[src/rtl/ysyx_23060025_store_buf.sv]
// Store buffer: queues LSU stores in a DEPTH-entry FIFO and replays them one at a time over AW/W/B channels.
// Latency: first AW/W valid one edge after the push edge into an empty idle buffer; one IDLE cycle between transactions.
// Backpressure: st_ready_o drops when the registered count is full; AW/W each hold until accepted. STORE_BUF_ERR_EN enables err_o.
module ysyx_23060025_store_buf #(
    parameter int DATA_LEN = 32,
    parameter int DEPTH    = 4
) (
    input  logic                clock,
    input  logic                rstn,
    input  logic                st_valid_i,
    output logic                st_ready_o,
    input  logic [DATA_LEN-1:0] st_addr_i,
    input  logic [DATA_LEN-1:0] st_data_i,
    input  logic [3:0]          st_mask_i,
    output logic                addr_w_valid_o,
    input  logic                addr_w_ready_i,
    output logic [DATA_LEN-1:0] addr_w_addr_o,
    output logic                w_valid_o,
    input  logic                w_ready_i,
    output logic [DATA_LEN-1:0] w_data_o,
    output logic [3:0]          w_strb_o,
    input  logic                bkwd_valid_i,
    output logic                bkwd_ready_o,
    input  logic [1:0]          bkwd_resp_i,
    output logic                idle_o,
    output logic                err_o
);
    localparam int PW = $clog2(DEPTH);
    localparam int CW = PW + 1;

    typedef enum logic [1:0] {IDLE, SEND, WAIT_B} state_t;

    state_t          state_q, state_d;
    logic [CW-1:0]   count_q, count_d;
    logic [PW-1:0]   rd_ptr_q, rd_ptr_d;
    logic [PW-1:0]   wr_ptr_q, wr_ptr_d;
    logic            aw_done_q, aw_done_d;
    logic            w_done_q, w_done_d;

    logic [DATA_LEN-1:0] addr_mem_q [DEPTH];
    logic [DATA_LEN-1:0] data_mem_q [DEPTH];
    logic [3:0]          mask_mem_q [DEPTH];

    logic push, pop, aw_hs, w_hs;

    assign st_ready_o     = rstn & (count_q != CW'(DEPTH));
    assign push           = st_valid_i & st_ready_o;
    assign addr_w_valid_o = (state_q == SEND) & ~aw_done_q;
    assign w_valid_o      = (state_q == SEND) & ~w_done_q;
    assign bkwd_ready_o   = (state_q == WAIT_B);
    assign aw_hs          = addr_w_valid_o & addr_w_ready_i;
    assign w_hs           = w_valid_o & w_ready_i;
    assign pop            = bkwd_valid_i & bkwd_ready_o;
    assign idle_o         = (count_q == '0) & (state_q == IDLE);

    // Head entry stays put until the B handshake, so payloads are stable while valid.
    assign addr_w_addr_o = addr_mem_q[rd_ptr_q];
    assign w_data_o      = data_mem_q[rd_ptr_q];
    assign w_strb_o      = mask_mem_q[rd_ptr_q];

    always_comb begin
        state_d   = state_q;
        aw_done_d = aw_done_q;
        w_done_d  = w_done_q;
        case (state_q)
            IDLE: begin
                if (count_q != '0) state_d = SEND;
            end
            SEND: begin
                aw_done_d = aw_done_q | aw_hs;
                w_done_d  = w_done_q | w_hs;
                if (aw_done_d && w_done_d) begin
                    state_d   = WAIT_B;
                    aw_done_d = 1'b0;
                    w_done_d  = 1'b0;
                end
            end
            WAIT_B: begin
                if (pop) state_d = IDLE;
            end
            default: state_d = IDLE;
        endcase
    end

    always_comb begin
        count_d  = count_q;
        rd_ptr_d = rd_ptr_q;
        wr_ptr_d = wr_ptr_q;
        if (push) wr_ptr_d = wr_ptr_q + PW'(1);
        if (pop)  rd_ptr_d = rd_ptr_q + PW'(1);
        case ({push, pop})
            2'b10:   count_d = count_q + CW'(1);
            2'b01:   count_d = count_q - CW'(1);
            default: count_d = count_q;
        endcase
    end

    always_ff @(posedge clock or negedge rstn) begin
        if (!rstn) begin
            state_q   <= IDLE;
            count_q   <= '0;
            rd_ptr_q  <= '0;
            wr_ptr_q  <= '0;
            aw_done_q <= 1'b0;
            w_done_q  <= 1'b0;
        end else begin
            state_q   <= state_d;
            count_q   <= count_d;
            rd_ptr_q  <= rd_ptr_d;
            wr_ptr_q  <= wr_ptr_d;
            aw_done_q <= aw_done_d;
            w_done_q  <= w_done_d;
        end
    end

    always_ff @(posedge clock) begin
        if (push) begin
            addr_mem_q[wr_ptr_q] <= st_addr_i;
            data_mem_q[wr_ptr_q] <= st_data_i;
            mask_mem_q[wr_ptr_q] <= st_mask_i;
        end
    end

`ifdef STORE_BUF_ERR_EN
    logic err_q, err_d;

    always_comb begin
        err_d = err_q | (pop & (bkwd_resp_i != 2'b00));
    end

    always_ff @(posedge clock or negedge rstn) begin
        if (!rstn) err_q <= 1'b0;
        else       err_q <= err_d;
    end

    assign err_o = err_q;
`else
    logic resp_unused;
    assign resp_unused = ^bkwd_resp_i;
    assign err_o       = 1'b0;
`endif

endmodule

[config.mk]
export PLATFORM = sky130hd
export DESIGN_NAME = ysyx_23060025_store_buf
export DESIGN_NICKNAME = d
export VERILOG_FILES = /design/src/rtl/ysyx_23060025_store_buf.sv
export SDC_FILE = /design/constraint.sdc
export NUM_CORES = 1
export LEC_CHECK = 0
export ABC_AREA = 1
export CAP_MARGIN = 20
export CORE_ASPECT_RATIO = 0.75
export CORE_MARGIN = 5
export CORE_UTILIZATION = 25
export CTS_BUF_LIST = sky130_fd_sc_hd__clkbuf_8
export CTS_CLUSTER_DIAMETER = 80
export DETAILED_ROUTE_END_ITERATION = 8
export PLACE_DENSITY = 0.48
export SLEW_MARGIN = 20
export SYNTH_ARGS = -nofsm -noshare
export SYNTH_HDL_FRONTEND = slang
export SYNTH_SLANG_ARGS = --single-unit
[constraint.sdc]
create_clock -name clock -period 4.79 [get_ports clock]
set_input_delay 1.1975 -clock clock [delete_from_list [all_inputs] [get_ports clock]]
set_output_delay 1.1975 -clock clock [all_outputs]
set_load 0.02 [all_outputs]
== Word level (Yosys, flattened, before mapping) ==
Memories as Yosys holds them, arrays and structs flattened.
Index checks and enable logic that the tools add are counted.
Cells by class
  bitwise gates (word level): 12
  div/mod/pow operators: 0
  reduce and logical (&&, ||, !) cells: 6
  mux-type cells: 9
  equality and inequality tests: 8
  magnitude comparators: 0
  $add $sub $neg: 4
  $mul: 0
  shift-type cells: 0
Operator list (number)
  1-bit bitwise AND: 8
  2-bit two-way mux: 3
  2-bit by 1-bit inequality test with 1-bit output (second input constant): 3
  2-bit case mux with 3 select lines: 1
  3-bit case mux with 2 select lines: 1
  2-bit by 1-bit adder with 2-bit output (second input constant): 2
  2-bit by 1-bit == test with 1-bit output (second input constant): 2
  2-bit == test (second input constant): 2
  1-bit two-way mux: 4
  3-bit by 1-bit adder with 3-bit output (second input constant): 1
  3-bit logical NOT: 1
  3-bit inequality test (second input constant): 1
  3-bit AND reduction: 1
  3-bit nonzero test: 1
  3-bit by 1-bit subtractor with 3-bit output (second input constant): 1
  2-bit logical NOT: 1
  1-bit NOT: 2
  1-bit bitwise OR: 2
  2-bit nonzero test: 1
  1-bit logical AND: 1
Word-level totals
  output and inout port bits: 74
  register bits: 11
  logic and storage cells: 48
  ROM bits: 0
  bits of input ports: 76
  memories kept: 3
  bits in writable memories: 272
  latch bits: 0
Memories
  addr_mem_q: depth 4, bits a word 32, read ports 1, clocked after Yosys merged registers in 0, write ports 1, line 40  | logic [DATA_LEN-1:0] addr_mem_q [DEPTH];
  data_mem_q: depth 4, bits a word 32, read ports 1, clocked after Yosys merged registers in 0, write ports 1, line 41  | logic [DATA_LEN-1:0] data_mem_q [DEPTH];
  mask_mem_q: depth 4, bits a word 4, read ports 1, clocked after Yosys merged registers in 0, write ports 1, line 42  | logic [3:0] mask_mem_q [DEPTH];

== Logic depth before layout (Yosys ltp) ==
Gate-level depths: netlist of run 1.
  word-level depth: 7
  gate-level depth with buffers: 11

== Least setup slack after synthesis of run 1 ==
Ideal clock, no wire load.
  path kind: input -> register
  from: input port st_valid_i
  to: memory addr_mem_q[0][0] (enable)
  buffers on the path: 0
  setup slack: 0.083 ns
  data required time: 4.295 ns
  arrival time: 4.212 ns
  cell stages on the path: 2
  cell sequence: nand3_2 nor2_1
Between the ends
  cells in the longest elaborated chain, start to end: 3
RTL lines
  from (decl): line 10  | input logic st_valid_i,
  1-bit bitwise AND: line 47  | assign push = st_valid_i & st_ready_o;
  1-bit two-way mux: line 117  | if (push) begin
  1-bit two-way mux (implied by the code): line 118  | addr_mem_q[wr_ptr_q] <= st_addr_i;
  to (decl): line 40
Every way passes these cells.

== Worst setup path after layout of run 1 ==
  from: register rd_ptr_q[0]
  to: output port w_data_o[12]
Between the ends
  cells in the longest elaborated chain, start to end: 1
RTL lines
  from (decl): line 35  | logic [PW-1:0] rd_ptr_q, rd_ptr_d;
  from (signal assigned): line 109  | rd_ptr_q <= rd_ptr_d;
  memory 4 x 32 bit
  to (decl): line 20  | output logic [DATA_LEN-1:0] w_data_o,
Every way passes these cells.

==> results of run 1 <==
## metal layers
| layer | vias to the layer above | track usage, % | wire, um |
|---|---|---|---|
| li1 | 3107 | - | - |
| met4 | 2 | 2.74 | 477 |
| met2 | 151 | 17.1 | 11700 |
| met1 | 3064 | 14.5 | 12000 |
| met3 | 46 | 3.47 | 1600 |
| met5 | - | 0 | 13 |
## registers in the layout (all words and copies together) (netlist names)
register and count:
wr_ptr_q 2, rd_ptr_q 2, aw_done_q 1, data_mem_q 128
mask_mem_q 16, state_q 2, w_done_q 1, count_q 3
addr_mem_q 128
## critical path: stages (launching register included)
cell             delay, ns
dfrtp_4               0.55
buf_4                 0.61
o21ai_0               0.19
o22ai_1               0.31
clkdlybuf4s50_1       0.66
## area by class of cell
cell class	count	area, um^2
Multi-Input combinational cell	389	1950
Fill cell	4205	28700
Timing Repair Buffer	163	1640
Sequential cell	283	8450
Clock inverter	35	189
Inverter	25	96.3
Tap cell	569	712
Clock buffer	49	674
## power breakdown
| part | internal (W) | total (W) | switching [W] | leakage, nW |
|---|---|---|---|---|
| registers | 0.00301 | 0.00310 | 0.0000905 | 2.59 |
| clock network | 0.00105 | 0.00200 | 0.000947 | 0.498 |
| logic | 0.00127 | 0.00329 | 0.00202 | 1.43 |
| total | 0.00532 | 0.00838 | 0.00306 | 4.53 |
## worst min path at each step
| stage | start | to |
|---|---|---|
| 2_1_floorplan | count_q[0]$_DFFE_PN0P_ | count_q[0]$_DFFE_PN0P_ |
| 3_3_place_gp | count_q[0]$_DFFE_PN0P_ | count_q[0]$_DFFE_PN0P_ |
| 3_5_place_dp | count_q[0]$_DFFE_PN0P_ | count_q[0]$_DFFE_PN0P_ |
| 4_1_cts | count_q[0]$_DFFE_PN0P_ | count_q[0]$_DFFE_PN0P_ |
| 5_1_grt | count_q[0]$_DFFE_PN0P_ | count_q[0]$_DFFE_PN0P_ |
| 6_report | count_q[0]$_DFFE_PN0P_ | count_q[0]$_DFFE_PN0P_ |
## cell families (layout without fill, tap and decap cells)
group / count (synthesis) / after routing
DFF: 283 / 283
AOI/OAI and AO/OA: 211 / 211
and+or+nand+nor: 166 / 166
buffers and inverters: 70 / 272
adders and majority gates: 6 / 6
xor gates and xnor gates: 5 / 5
other: 1 / 1
## cell usage after synthesis, types with 2 or more instances
master | n | area (um^2)
o21ai_2 | 2 | 17.5
dfrtp_1 | 11 | 275
clkbuf_1 | 12 | 45.0
o21ai_1 | 52 | 260
nor2_1 | 151 | 567
edfxtp_1 | 272 | 8170
ha_1 | 5 | 62.6
inv_1 | 23 | 86.3
buf_2 | 8 | 40.0
xor2_1 | 4 | 35.0
buf_4 | 4 | 30.0
a21oi_1 | 3 | 15.0
nand2_1 | 9 | 33.8
buf_6 | 15 | 169
nand3_1 | 3 | 15.0
o22ai_1 | 68 | 425
o21ai_0 | 84 | 420
clkbuf_2 | 5 | 25.0
## stage by stage
step,hold WS [ns],setup slack (ns)
global placement,0.494,1.13
floorplan,0.468,0.0833
detailed placement,0.494,1.11
global route,0.530,0.467
CTS,0.506,0.601
finish,0.506,0.684
==> summary.md, run 1 <==
| Metric | Value |
|---|---|
| Outcome | `completed` |
| DRC violations left | `0` |
| Post-Route Skew | `0.0149 ns` |
| Fin. Hold Viols | `0` |
| Post-synthesis sequential area ratio | `78.3%` |
| Routed Antenna Nets | `0` |
| Setup Fix Bufs, Post-CTS | `0` |
| GP Congestion | `~0.69` |
| CTS tree | `yes` |
| Post-synthesis compound-gate area fraction | `10.7%` |
| Post-synthesis xor/xnor area fraction | `0.406%` |
| Num CTS Buffers | `between 40 and 50` |
| Max_cap viols | `0` |
| Starting Density | `25.5%` |
| Syn nets | `824` |
| Synth Area in Simple Gates | `5.92%` |
| Maximum buffer depth of the clock tree | `3` |
| Ys flop type | `edfxtp_1` |
| First-pass GRT wire length | `around 40000 um` |
| Die ar. | `47400 um^2` |
| Slew headroom | `45.1%` |
| Detailed Route WL | `25800 um` |
| RR Startpoint | `count_q[1]$_DFFE_PN0P_` |
| Crit path kind | `reg -> out` |
| Multiplexer area fraction after synthesis | `0%` |
| Core Rows | `65` |
| Synth warn | `0` |
| Dpl cells | `1429` |
| Initial antenna violation count | `1` |
| Die X-Extent | `250 um` |
| Final min period | `4.11 ns` |
| Diode count | `0` |
| Htree depth | `2` |
| Synth cell types | `29` |
| CTS Hold Buffers Added | `0` |
| CP Max Fanout | `between 60 and 70` |
| R2r endpoint | `count_q[2]$_DFFE_PN0P_` |
| Layout area overhead | `27.1%` |
| Leakage power | `4.53 nW` |
| Crit path launch | `rd_ptr_q[0]$_DFFE_PN0P_` |
| Largest net degree at the start of global routing | `70` |
| RSZ-0062 raised after global routing | `no` |
| Reg2reg setup slack | `2.75 ns` |
| Most frequent cells in the layout | `272 x edfxtp_1, 147 x nor2_1, 146 x clkdlybuf4s50_1` |
| Grt ovf | `0` |
| Vias in the first global route | `6616` |
| Power per cell area | `611 nW/um^2` |
| Max-slew violations | `0` |
| Commonest non-fill, non-tap cell in the layout | `edfxtp_1` |
| # resized after CTS | `0` |
| Tot GR Track Use | `10.8%` |
| Period utilization | `85.7%` |
| Mapped Cells | `742` |
| Clock sink total | `283` |
| Worst setup EP type | `primary output` |
| Share of flip-flops with an asynchronous set or reset | `3.89%` |
| EDFF count, synth | `272` |
| Yosys reg bits | `283` |
| Number of port buffers | `146` |
| Starting DRT DRC Count | `290` |
| Placed Area | `12800 um^2` |
| Drt first pass iters | `4` |
| Maximum VDD drop | `0.260 mV` |
| Detailed Place HPWL | `approximately 14000 um` |
| Syn avg cell area | `14.5 um^2` |
| CTS root buf | `clkbuf_8` |
| Skew-Pair Late Insertion Delay | `0.57 ns` |
| Tightest Pin Transition | `0.823 ns` |
| Final Util | `32.4%` |
| Final setup vio count | `0` |
| Total design power | `0.00838 W` |
| Routed length per instance | `roughly 17 um` |
| Area of the core | `42400 um^2` |
| Finished Cell Area | `13700 um^2` |
| WHS Path Cells | `1` |
| Worst reg2reg path depth | `10` |
| Max frequency | `244 MHz` |
| Final Net Count | `991` |
| Clk slew on worst S/H paths | `0.06 ns` |
| Via-to-Cell Ratio | `4.21` |
| Fin cells | `between 1500 and 2000` |
| Via Count | `6370` |
| Synth Area in Adders | `less than 1%` |
| Share of layout cells above drive strength 1 | `8.90%` |
| Mapped Area | `10800 um^2` |
| Die Y | `190 um` |
| Hold WC Path Type | `reg -> reg` |
| Worst setup endpoint | `w_data_o[12]` |
| I/O pins | `150` |
| Largest family of logic cells by synthesized area | `compound AO/OA/AOI/OAI gates` |
| Type of origin of the critical path | `flip-flop` |
| Required time of the critical path | `between 3 and 4 ns` |
| Crit path DAT | `2.91 ns` |
| Final setup TNS | `0 ns` |
Power figures use the tool's default switching activity.
==> inputs of run 2 (changes only) <==
--- a/config.mk
+++ b/config.mk
@@ -9,11 +9,11 @@
 export CAP_MARGIN = 20
 export CORE_ASPECT_RATIO = 0.75
 export CORE_MARGIN = 5
-export CORE_UTILIZATION = 25
+export CORE_UTILIZATION = 40
 export CTS_BUF_LIST = sky130_fd_sc_hd__clkbuf_8
 export CTS_CLUSTER_DIAMETER = 80
 export DETAILED_ROUTE_END_ITERATION = 8
-export PLACE_DENSITY = 0.48
+export PLACE_DENSITY = 0.66
 export SLEW_MARGIN = 20
 export SYNTH_ARGS = -nofsm -noshare
 export SYNTH_HDL_FRONTEND = slang
==> run 2 against run 1 <==
Combinational power shrank 1%. First-iteration DRC count grew 27%. Clock skew down 0.0035 ns. Register-to-register slack worse by 0.14 ns. Worst setup slack gained 0.14 ns. Sequential power hardly changed. Via count up 0.97%. Count of clock-buffer cells in the layout down 4. Non-clock buffer count rose by 3. Final area down 2.0%. Largest cell class unchanged.
==> summary.md, run 2 (same netlist as run 1, synthesis figures left out) <==
| Metric | Value |
|---|---|
| Commonest non-fill, non-tap cell in the layout | `edfxtp_1` |
| Num CTS Buffers | `between 40 and 50` |
| Placed Area | `12600 um^2` |
| Vias in the first global route | `6361` |
| Final setup TNS | `0 ns` |
| Max-slew violations | `0` |
| CP cell instances | `buf_4 > o21ai_0 > o22ai_1 > clkdlybuf4s50_1` |
| Comb pwr share | `~39%` |
| Number of port buffers | `between 100 and 150` |
| I/O pins | `150` |
| Maximum buffer depth of the clock tree | `3` |
| Max_cap viols | `0` |
| CTS root buf | `clkbuf_8` |
| Pre-CTS WS | `0.897 ns` |
| Post-Route Skew | `around 0.011 ns` |
| Layout area overhead | `24.6%` |
| CTS tree | `yes` |
| Clock power share | `23.6%` |
| Bufs and invs on worst path | `2` |
| Max frequency | `252 MHz` |
| Met3 WL post-DR | `1720 um` |
| Tot GR Track Use | `between 10% and 20%` |
| Worst setup margin | `0.828 ns` |
| Maximum VDD drop | `about 0.35 mV` |
| RSZ-0062 raised after global routing | `no` |
| Core Rows | `52` |
| Largest net degree at the start of global routing | `79` |
| Skew-Pair Late Insertion Delay | `~0.53 ns` |
| Detailed Place HPWL | `13200 um` |
| Clk slew on worst S/H paths | `0.06 ns` |
| Register share of total power | `37.2%` |
| Critical path's slowest cell | `clkdlybuf4s50_1` |
| Required time of the critical path | `3.59 ns` |
| Critical path's largest stage delay | `~0.66 ns` |
| Die X-Extent | `200 um` |
| Area of the core | `26800 um^2` |
| Setup Fix Bufs, Post-CTS | `0` |
| Tightest Pin Transition | `0.811 ns` |
| Detailed Route WL | `23100 um` |
| Type of origin of the critical path | `flip-flop` |
| Clock sink total | `roughly 280` |
| CP Max Fanout | `78` |
| Hold WC Path Type | `reg -> reg` |
| Die Y | `between 150 and 200 um` |
| Leakage power | `4.52 nW` |
| # resized after CTS | `0` |
| Final min period | `3.96 ns` |
| Power per cell area | `617 nW/um^2` |
| Outcome | `completed` |
| Regs by FF count | `addr_mem_q x128, data_mem_q x128, mask_mem_q x16` |
| First-pass GRT wire length | `35700 um` |
| DR top layer | `met4` |
| Final setup vio count | `0` |
| Diode count | `0` |
| Most frequent cells in the layout | `272 x edfxtp_1, 147 x nor2_1, 146 x clkdlybuf4s50_1` |
| Final Net Count | `~990` |
| Worst setup EP type | `primary output` |
| Int Power | `0.00535 W` |
| Fillers | `approximately 2300` |
| Grt ovf | `0` |
| GP Congestion | `0.754` |
| Via-to-Cell Ratio | `4.99` |
| DRC violations left | `0` |
| Met2 wire length | `10700 um` |
| Starting DRT DRC Count | `about 370` |
| Htree depth | `2` |
| Wl on met1 | `about 10000 um` |
| Period utilization | `82.7%` |
| Finished Cell Area | `13400 um^2` |
| Drt first pass iters | `4` |
| Register area | `8450 um^2` |
| Routed length per instance | `roughly 18 um` |
| Initial antenna violation count | `0` |
| Crit path kind | `reg -> out` |
| Starting Density | `40.2%` |
| Final Util | `50.1%` |
| Switch Pwr | `0.00293 W` |
| Fin. Hold Viols | `0` |
| Die ar. | `between 30000 and 40000 um^2` |
| Via Count | `6432` |
| Switching Fraction | `35.4%` |
| Routed Antenna Nets | `0` |
| Multi-input gate area | `approximately 2000 um^2` |
| Crit path max-delay family | `buffers and inverters` |
| Share of layout cells above drive strength 1 | `9.06%` |
| CTS Hold Buffers Added | `0` |
| Crit path DAT | `2.76 ns` |
| Slew headroom | `45.9%` |
## run 2: routing by layer
| metal | GRT usage [%] | vias to the layer above |
|---|---|---|
| met5 | 0 | - |
| met4 | 3.88 | 0 |
| met3 | 4.77 | 29 |
| met2 | 23.1 | 166 |
| met1 | 20.6 | 3138 |
| li1 | - | 3099 |
## run 2: final cells by class
| cell class | instances | share of cell area (%) |
|---|---|---|
| inverter | 25 | 0.717 |
| multi-input combinational | 389 | 14.5 |
| sequential | 283 | 62.9 |
| clock buffer | 45 | 4.61 |
| tap | 351 | 3.27 |
| timing repair buffer | 166 | 12.4 |
| clock inverter | 30 | 1.66 |
## run 2: worst reg2reg max path, delay by kind of cell (launching register included)
| family | cells | cell delay, ns |
|---|---|---|
| simple gates | 4 | 0.98 |
| buf+inv | 1 | 0.46 |
| flops | 1 | 0.38 |
## run 2: metrics by stage
step	hold slack (ns)	total power (W)	instances
2_1_floorplan	0.468	0.00512	742
3_3_place_gp	0.487	0.00641	1214
3_5_place_dp	0.495	0.00643	1214
4_1_cts	0.504	0.00842	1289
5_1_grt	0.531	0.00879	1289
6_report	0.499	0.00828	1289
## run 2: path summary, 6_finish.rpt
check                                         from                     endpoint  slack (ns)  depth (start not counted)
max in group asynchronous                     rstn      rd_ptr_q[0]$_DFFE_PN0P_        3.64                          2
hold / removal              count_q[0]$_DFFE_PN0P_       count_q[0]$_DFFE_PN0P_        0.50                          1
setup reg to reg            count_q[0]$_DFFE_PN0P_  addr_mem_q[3][17]$_DFFE_PP_        2.61                          5
hold reg to reg             count_q[0]$_DFFE_PN0P_       count_q[0]$_DFFE_PN0P_        0.50                          1
setup / recovery           rd_ptr_q[0]$_DFFE_PN0P_                 w_data_o[10]        0.83                          4
min in group asynchronous                     rstn      wr_ptr_q[1]$_DFFE_PN0P_        0.97                          2
## run 2: power by group through the flow
stage	Sequential, W	Combinational, W	Clock (W)
finish	0.00308	0.00325	0.00196
global route	0.00310	0.00354	0.00215
CTS	0.00308	0.00332	0.00202
detailed placement	0.00313	0.00330	0
global placement	0.00313	0.00329	0
floorplan	0.00314	0.00198	0
